==> config.mk <==
export PLATFORM = sky130hd
export DESIGN_NAME = priority_src_flat
export DESIGN_NICKNAME = d
export VERILOG_FILES = /design/src/rtl/priority_src_if.sv /design/src/rtl/priority_src.sv /design/src/flat_wrapper.sv
export SDC_FILE = /design/constraint.sdc
export NUM_CORES = 1
export LEC_CHECK = 0
export CORE_ASPECT_RATIO = 1.1
export CORE_MARGIN = 4
export CORE_UTILIZATION = 40
export DETAILED_ROUTE_END_ITERATION = 10
export PLACE_DENSITY_LB_ADDON = 0.08
export REMOVE_ABC_BUFFERS = 1
export SETUP_SLACK_MARGIN = 0.1
export SYNTH_ARGS = -nofsm -noshare
export SYNTH_HDL_FRONTEND = slang
export SYNTH_SLANG_ARGS = --single-unit
==> constraint.sdc <==
create_clock -name clk -period 1.9 [get_ports clk]
set_clock_uncertainty 0.15 [all_clocks]
set_input_delay 0.57 -clock clk [delete_from_list [all_inputs] [get_ports clk]]
set_output_delay 0.57 -clock clk [all_outputs]
set_load 0.02 [all_outputs]
==> src/rtl/priority_src_if.sv <==
// Request/steering bundle between the priority_src arbiter and its neighbours.
// The slave modport is the arbiter; the master side raises requests and returns f.
interface priority_src_if;
  logic [3:0] req;
  logic       abort;
  logic       f;
  logic       do_run;   // run strobe ("do") to the downstream FSM
  logic [1:0] sel;
  logic [1:0] grant;
  logic       busy;
  logic       done;
  logic       err;

  modport master (
    output req, abort, f,
    input  do_run, sel, grant, busy, done, err
  );

  modport slave (
    input  req, abort, f,
    output do_run, sel, grant, busy, done, err
  );
endinterface

==> src/rtl/priority_src.sv <==
// Four-source sticky request arbiter that sequences do/sel for the downstream
// control FSM, using its f flag as the completion acknowledge.
module priority_src #(
  parameter int unsigned RUN_LEN  = 4,
  parameter int unsigned WAIT_MAX = 8
) (
  input  logic          clk,
  input  logic          rst_n,
  priority_src_if.slave bus
);

  typedef enum logic [1:0] {
    IDLE   = 2'd0,
    DRIVE  = 2'd1,
    COMMIT = 2'd2,
    CANCEL = 2'd3
  } state_t;

  localparam logic [1:0] SEL_NEUTRAL = 2'd0;
  localparam logic [1:0] SEL_CANCEL  = 2'd2;
  localparam logic [1:0] SEL_COMMIT  = 2'd3;
  localparam logic [7:0] RUN_LOAD    = 8'(RUN_LEN - 1);
  localparam logic [7:0] WAIT_LOAD   = 8'(WAIT_MAX - 1);

  state_t     state_q, state_d;
  logic [3:0] pend_q;
  logic [3:0] clr;
  logic [7:0] cnt_q, cnt_d;
  logic       do_q, do_d;
  logic [1:0] sel_q, sel_d;
  logic [1:0] grant_q, grant_d;
  logic       done_q, done_d;
  logic       err_q, err_d;

  function automatic logic [1:0] top_bit(input logic [3:0] v);
    if (v[3])      return 2'd3;
    else if (v[2]) return 2'd2;
    else if (v[1]) return 2'd1;
    else           return 2'd0;
  endfunction

  always_comb begin
    // NOTE: every signal gets a default before the case so no path leaves it unassigned (no latches).
    state_d = state_q;
    cnt_d   = cnt_q;
    do_d    = do_q;
    sel_d   = sel_q;
    grant_d = grant_q;
    done_d  = 1'b0;
    err_d   = 1'b0;
    clr     = 4'b0000;

    case (state_q)
      IDLE: begin
        // pend_q is the pre-merge value, so a same-cycle req waits one extra cycle.
        if (pend_q != 4'b0000) begin
          grant_d = top_bit(pend_q);
          do_d    = 1'b1;
          cnt_d   = RUN_LOAD;
          state_d = DRIVE;
        end
      end
      DRIVE: begin
        if (bus.abort) begin
          do_d    = 1'b0;
          sel_d   = SEL_CANCEL;
          cnt_d   = 8'd1;
          state_d = CANCEL;
        end else if (cnt_q == 8'd0) begin
          do_d    = 1'b0;
          sel_d   = SEL_COMMIT;
          cnt_d   = WAIT_LOAD;
          state_d = COMMIT;
        end else begin
          cnt_d = cnt_q - 8'd1;
        end
      end
      COMMIT: begin
        if (bus.f) begin
          sel_d   = SEL_NEUTRAL;
          done_d  = 1'b1;
          clr     = 4'b0001 << grant_q;
          state_d = IDLE;
        end else if (cnt_q == 8'd0) begin
          // Timeout leaves the request pending so it is retried.
          sel_d   = SEL_NEUTRAL;
          err_d   = 1'b1;
          state_d = IDLE;
        end else begin
          cnt_d = cnt_q - 8'd1;
        end
      end
      CANCEL: begin
        if (cnt_q == 8'd0) begin
          sel_d   = SEL_NEUTRAL;
          clr     = 4'b0001 << grant_q;
          state_d = IDLE;
        end else begin
          cnt_d = cnt_q - 8'd1;
        end
      end
      default: begin
        state_d = IDLE;
        cnt_d   = 8'd0;
        do_d    = 1'b0;
        sel_d   = SEL_NEUTRAL;
        grant_d = 2'd0;
      end
    endcase
  end

  // NOTE: sequential state uses non-blocking assignments so all registers update from the same pre-edge values.
  always_ff @(posedge clk) begin
    if (!rst_n) begin
      state_q <= IDLE;
      pend_q  <= 4'b0000;
      cnt_q   <= 8'd0;
      do_q    <= 1'b0;
      sel_q   <= SEL_NEUTRAL;
      grant_q <= 2'd0;
      done_q  <= 1'b0;
      err_q   <= 1'b0;
    end else begin
      state_q <= state_d;
      // A set and clear of the same bit in one cycle resolves to set.
      pend_q  <= (pend_q & ~clr) | bus.req;
      cnt_q   <= cnt_d;
      do_q    <= do_d;
      sel_q   <= sel_d;
      grant_q <= grant_d;
      done_q  <= done_d;
      err_q   <= err_d;
    end
  end

  assign bus.do_run = do_q;
  assign bus.sel    = sel_q;
  assign bus.grant  = grant_q;
  assign bus.busy   = (state_q != IDLE);
  assign bus.done   = done_q;
  assign bus.err    = err_q;

endmodule

==> src/flat_wrapper.sv <==
// flat-port wrapper written by rule: the top's interface ports become plain ports
module priority_src_flat 
#(
  parameter int unsigned RUN_LEN  = 4,
  parameter int unsigned WAIT_MAX = 8
)
  (clk, rst_n, bus_req, bus_abort, bus_f, bus_do_run, bus_sel, bus_grant, bus_busy, bus_done, bus_err);
  priority_src_if bus_i ();
  input  logic clk;
  input  logic rst_n;
  input wire logic [$bits(bus_i.req)-1:0] bus_req;
  input wire logic [$bits(bus_i.abort)-1:0] bus_abort;
  input wire logic [$bits(bus_i.f)-1:0] bus_f;
  output wire logic [$bits(bus_i.do_run)-1:0] bus_do_run;
  output wire logic [$bits(bus_i.sel)-1:0] bus_sel;
  output wire logic [$bits(bus_i.grant)-1:0] bus_grant;
  output wire logic [$bits(bus_i.busy)-1:0] bus_busy;
  output wire logic [$bits(bus_i.done)-1:0] bus_done;
  output wire logic [$bits(bus_i.err)-1:0] bus_err;
  assign bus_i.req = bus_req;
  assign bus_i.abort = bus_abort;
  assign bus_i.f = bus_f;
  assign bus_do_run = bus_i.do_run;
  assign bus_sel = bus_i.sel;
  assign bus_grant = bus_i.grant;
  assign bus_busy = bus_i.busy;
  assign bus_done = bus_i.done;
  assign bus_err = bus_i.err;
  priority_src #(.RUN_LEN(RUN_LEN), .WAIT_MAX(WAIT_MAX)) u_core (.clk(clk), .rst_n(rst_n), .bus(bus_i));
endmodule
## After elaboration in Yosys (flattened, before gate mapping)

Index checks and enable logic that the tools add are counted.

| word-level totals | value |
|---|---|
| output and inout port bits | 8 |
| register bits | 21 |
| input port bits | 8 |
| word-level logic and storage cells | 63 |

| cells by class | value |
|---|---|
| shift operators | 1 |
| equal/unequal tests | 6 |
| bitwise operators | 5 |
| mux-type cells | 29 |
| reductions and logical operators | 13 |
| add/sub/neg operators | 1 |

Operators with widths:

| kind | count |
|---|---|
| two-way mux 8 bit | 5 |
| one-hot mux 8 bit (4 select lines) | 1 |
| two-way mux 2 bit | 11 |
| AND reduction 2 bit | 5 |
| zero test 8 bit | 1 |
| two-way mux 4 bit | 2 |
| one-hot mux 2 bit (4 select lines) | 1 |
| one-hot mux 4 bit (2 select lines) | 1 |
| subtractor 8 x 1 -> 8 bit, second input constant | 1 |
| two-way mux 1 bit | 6 |
| one-hot mux 2 bit (3 select lines) | 1 |
| bitwise AND 4 bit | 1 |
| == test 2 bit, second input constant | 2 |
| inverter 4 bit | 1 |
| OR 4 bit | 1 |
| nonzero test 2 bit | 2 |
| nonzero test 4 bit | 1 |
| << shifter 1 x 2 -> 4 bit, first input constant | 1 |
| inequality test 3 x 2 -> 1 bit, second input constant | 1 |
| AND reduction 3 bit | 1 |
| nonzero test 3 bit | 1 |
| OR reduction 3 bit | 1 |
| == test 2 x 1 -> 1 bit, second input constant | 1 |
| zero test 2 bit | 1 |
| other kinds (4) | 5 |

## Logic depth before layout (Yosys ltp)

| logic depth | value |
|---|---|
| depth after elaboration | 6 |
| gate-level depth with buffers | 6 |
| gate-level depth less buffers | 6 |

## Worst setup path before layout

Ideal clock, no wire load.

| timing path | value |
|---|---|
| kind | reg-to-reg |
| from | register u_core.cnt_q[0] |
| to | register u_core.cnt_q[7] |
| data arrival time | 1.772 ns |
| cell stages (with the launch flop) | 5 |
| setup slack | -0.092 ns |
| setup time | 0.070 ns |
| buffers on the path | 0 |
| required time | 1.680 ns |
| path through | dfxtp_1 -> or4_4 -> or4_1 -> or4_1 -> a21oi_1 |

| on the way | value |
|---|---|
| cells in the longest elaborated chain, start to end | 4 |
| elaborated cells between the ends (all ways) | 7 |
| those cells by class | 1 x add/sub; 5 x mux; 1 x reduce/logical |

RTL lines:

| element | RTL line | source |
|---|---|---|
| from (decl) | priority_src.sv:28 | `logic [7:0] cnt_q, cnt_d;` |
| from (signal assigned) | priority_src.sv:127 | `cnt_q <= cnt_d;` |
| subtractor 8 x 1 -> 8 bit or zero test 8 bit (tied branches) | n/a |  |
| two-way mux 8 bit, on equally long branches | priority_src.sv:84, priority_src.sv:94, priority_src.sv:69 |  |
| two-way mux 8 bit, on equally long branches | priority_src.sv:79, priority_src.sv:64 |  |
| one-hot mux 8 bit (4 select lines) * | priority_src.sv:53 | `case (state_q)` |

Every way passes the cells marked *; elsewhere a longest branch is shown, timed or not. The select of a mux whose other input is x is not followed.
A chain may end at the register's enable or synchronous reset.

## Final worst setup path

Same ends and word-level chain as after synthesis.

==> impl_metrics.prom <==
# TYPE chip_impl_metric gauge
chip_impl_metric{name="achievable-frequency",unit="MHz"} 485.1
chip_impl_metric{name="core_area",unit="um^2"} 2520
chip_impl_metric{name="route.detailed.drc",unit=""} 0
chip_impl_metric{name="maxCapViolations",unit=""} 0
chip_impl_metric{name="syn_area_per_cell",unit="um^2"} 8.345
chip_impl_metric{name="detailed_place_hpwl",unit="mm"} 2.451
chip_impl_metric{name="via_count_of_the_first_global_routing_pass",unit=""} 1267
chip_impl_metric{name="dp_slack",unit="ps"} -418.5
chip_impl_metric{name="insertedDiodeCount",unit=""} 0
chip_impl_metric{name="cts.reportedPaths.clkPinSlew",unit="ps"} 120
chip_impl_metric{name="power.density_cell_area",unit="nW/um^2"} 1047
chip_impl_metric{name="place.gp.congestion",unit=""} 0.8501
chip_impl_metric{name="detailedRoute.firstIterationViolations",unit=""} 30
chip_impl_metric{name="required",unit="ps"} 1990
chip_impl_info{name="synth-main-ff-cell",value="dfxtp_1"} 1
chip_impl_metric{name="fillerInstances",unit=""} 226
chip_impl_metric{name="ant_nets",unit=""} 0
chip_impl_metric{name="critical-path-max-stage-delay",unit="ps"} 540
chip_impl_metric{name="crit_buf_inv",unit=""} 0
chip_impl_metric{name="power_frac_comb",unit=""} 0.573
chip_impl_metric{name="post_synth_instance_area",unit="um^2"} 1060
chip_impl_metric{name="max-vdd-ir-drop",unit="V"} 0.0007805
chip_impl_metric{name="fp-row-count",unit=""} 19
chip_impl_metric{name="finalHoldViolations",unit=""} 0
chip_impl_metric{name="grt_antenna_before_repair",unit=""} 0
chip_impl_metric{name="floorplan.initialDensity",unit=""} 0.4206
chip_impl_metric{name="synth-seq-area-share",unit=""} 0.3967
chip_impl_metric{name="viasPerCell",unit=""} 5.638
chip_impl_metric{name="placed_instance_area",unit="um^2"} 1530
chip_impl_metric{name="setup_viol",unit=""} 6
chip_impl_info{name="start_kind",value="register"} 1
chip_impl_metric{name="synth-warning-count",unit=""} 0
chip_impl_metric{name="route.detailed.wl_per_inst",unit="um"} 15.35
chip_impl_metric{name="ioPinCount",unit=""} 16
chip_impl_info{name="outcome",value="finished with violations"} 1
chip_impl_metric{name="cts_num_sinks",unit=""} 21
chip_impl_metric{name="finalCritPeriodShare",unit=""} 1.085
chip_impl_info{name="setup_crit_path_kind",value="register to register"} 1
chip_impl_metric{name="clock_tree.htree_level_count",unit=""} 1
chip_impl_metric{name="synth_cells",unit=""} 127
chip_impl_info{name="cts-root-buf",value="clkbuf_4"} 1
chip_impl_metric{name="synth.ff_latch_count",unit=""} 21
chip_impl_info{name="critPathSlowestCell",value="or4_4"} 1
chip_impl_metric{name="vias",unit=""} 1246
chip_impl_metric{name="clkLatencyLatePin",unit="ps"} 300
chip_impl_info{name="type_of_the_worst_min_delay_path",value="register to register"} 1
chip_impl_metric{name="tritoncts.num_buffers",unit=""} 3
chip_impl_metric{name="clock_path_buffers",unit=""} 2
chip_impl_metric{name="tightest_slew",unit="ps"} 385.8
chip_impl_metric{name="die_width",unit="um"} 57.08
chip_impl_metric{name="period_minus_slack",unit="ps"} 2061
chip_impl_metric{name="slew_headroom",unit=""} 0.7428
chip_impl_metric{name="cts_hold_repair.buffers",unit=""} 0
chip_impl_metric{name="pin_count_of_the_biggest_net_entering_global_routing",unit=""} 17
chip_impl_metric{name="power.internal",unit="mW"} 1.143
chip_impl_metric{name="asyncSetResetFlopFracSynth",unit=""} 0
chip_impl_metric{name="grt_first_pass_wirelength",unit="mm"} 5.582
chip_impl_metric{name="yosysUniqueCellTypes",unit=""} 41
chip_impl_metric{name="synth_enable_flop_cells",unit=""} 0
chip_impl_metric{name="critical_path_arrival",unit="ps"} 2150
chip_impl_info{name="cts_tree",value="done"} 1
chip_impl_metric{name="globalRouteTotalUtil",unit=""} 0.2030
chip_impl_info{name="rsz0062_at_grt",value="true"} 1
chip_impl_metric{name="power.share.switching",unit=""} 0.3744
chip_impl_metric{name="p_leak",unit="nW"} 0.7579
chip_impl_metric{name="drt_pass1_iterations",unit=""} 4
chip_impl_metric{name="die_h",unit="um"} 61.99
chip_impl_info{name="crit_chain",value="or4_4 > or4_4 > or4_1 > a21oi_1"} 1
chip_impl_metric{name="syn2layout_area_growth",unit="%"} 64.58
chip_impl_metric{name="power.share.sequential",unit=""} 0.310
chip_impl_metric{name="global_route.overflow_total",unit=""} 0
chip_impl_metric{name="crit_path_max_fanout",unit=""} 2
chip_impl_metric{name="power_switching",unit="mW"} 0.6840
chip_impl_info{name="crit_top_cell",value="or4_4"} 1
chip_impl_metric{name="finish.net_count",unit=""} 200
chip_impl_metric{name="design.die.area",unit="um^2"} 3538
chip_impl_metric{name="final_cell_area",unit="um^2"} 1744
chip_impl_info{name="crit_family",value="simple AND/OR/NAND/NOR gates"} 1
chip_impl_metric{name="timing.final.ws_setup",unit="ps"} -161.3
chip_impl_metric{name="drive_gt1_frac",unit=""} 0.4211
chip_impl_metric{name="final_max_slew_viol_count",unit=""} 0
chip_impl_metric{name="clock_power_share",unit=""} 0.118
chip_impl_info{name="element_type_at_the_critical_path_end",value="register"} 1
chip_impl_metric{name="wl",unit="mm"} 3.393
chip_impl_info{name="failed_checks",value="negative setup slack"} 1
chip_impl_metric{name="buffer_ports.inserted",unit=""} 15
==> worst paths after layout <==
kind         slack, ps                              to                      startpoint  depth (start not counted)
max               -160    u_core.cnt_q[7]$_SDFFE_PN0P_    u_core.cnt_q[0]$_SDFFE_PN0P_                          4
min reg2reg        360  u_core.bus.sel[1]$_SDFFE_PN0P_  u_core.bus.sel[1]$_SDFFE_PN0P_                          2
min                360  u_core.bus.sel[1]$_SDFFE_PN0P_  u_core.bus.sel[1]$_SDFFE_PN0P_                          2
max reg2reg       -160    u_core.cnt_q[7]$_SDFFE_PN0P_    u_core.cnt_q[0]$_SDFFE_PN0P_                          4
==> timing repair <==
item                                    CTS  global route
cloned                                    0             0
pin swaps                                 4             9
endpoints found under the setup margin   25            21
resized for setup                        27            23
setup buffers                             4             4
==> Yosys cell counts (3+ instances only) <==
master / number / area, um^2
a21oi_1: 13 / 65.06
a31oi_1: 3 / 18.77
clkbuf_1: 3 / 11.26
dfxtp_1: 21 / 420.4
inv_1: 6 / 22.52
nand2_1: 5 / 18.77
nand3_1: 3 / 15.01
nor2_1: 13 / 48.80
nor2b_1: 4 / 25.02
nor3_1: 3 / 15.01
nor4_1: 3 / 18.77
o21ai_0: 10 / 50.05
o31ai_1: 3 / 22.52
or4_1: 5 / 37.54
==> kinds of logic after synthesis <==
| family | share of synthesized area |
|---|---|
| fa+ha+maj | 0.01180 |
| simple gates | 0.2704 |
| flops | 0.3967 |
| compound gates | 0.2857 |
| buf+inv | 0.03541 |
==> per-layer routing <==
metal,vias up,GRT usage,share of wire
met5,-,0,0
met4,0,0.08609,0.018
met3,6,0.03099,0.018
met2,15,0.3752,0.53
met1,610,0.2371,0.43
li1,615,-,-
==> layout make-up <==
type | instances | area (um^2) | area share
clock buffer | 4 | 26.28 | 0.01506
inverter | 7 | 28.78 | 0.01650
tap | 31 | 38.79 | 0.02224
multi-input combinational | 96 | 735.7 | 0.4218
sequential | 21 | 421.7 | 0.2418
timing repair buffer | 62 | 493.0 | 0.2826
==> per-stage QoR <==
stage	cells	util	setup TNS [ps]	hold WS, ps	power, mW
floorplan	124	-	-317.4	309.8	0.9641
global placement	209	0.6072	-3083	330.4	1.357
detailed placement	209	0.6072	-3631	347.6	1.380
CTS	217	0.6480	-775.2	367.1	1.673
global route	221	0.6922	-1034	401.9	1.944
finish	221	0.6922	-360.8	361.8	1.827
==> tightest hold or removal path: stages (launching register included) <==
cell	delay [ps]
dfxtp_1	340
o21ai_1	80
a21oi_1	70
==> power groups by stage <==
stage / registers [mW] / clock network, mW / logic [mW]
after floorplan: 0.610 / 0 / 0.354
after global placement: 0.564 / 0 / 0.793
after detailed placement: 0.567 / 0 / 0.813
after CTS: 0.562 / 0.219 / 0.892
after global routing: 0.574 / 0.239 / 1.13
final: 0.565 / 0.215 / 1.05
==> sequential cells by signal (all words and copies together) (netlist names) <==
name and count:
u_core.state_q 2, u_core.bus.err 1, u_core.bus.sel 2, u_core.bus.do_run 1
u_core.bus.done 1, u_core.cnt_q 8, u_core.bus.grant 2, u_core.pend_q 4
==> cell usage in the layout (no fill, tap or decap), drive strengths merged, types with 2 or more instances in the layout <==
cell type / count
nand2: 5
or4: 6
clkdlybuf4s50: 7
a21oi: 13
nor2b: 4
nor3: 3
dlygate4sd2: 5
o31ai: 3
a31oi: 3
inv: 7
nand3: 3
o21ai: 10
clkbuf: 6
nor4b: 3
dfxtp: 21
nor2: 13
a211oi: 2
and3: 2
nand2b: 2
nor4: 3
buf: 48
a21boi: 2
Power figures use the tool's default switching activity.
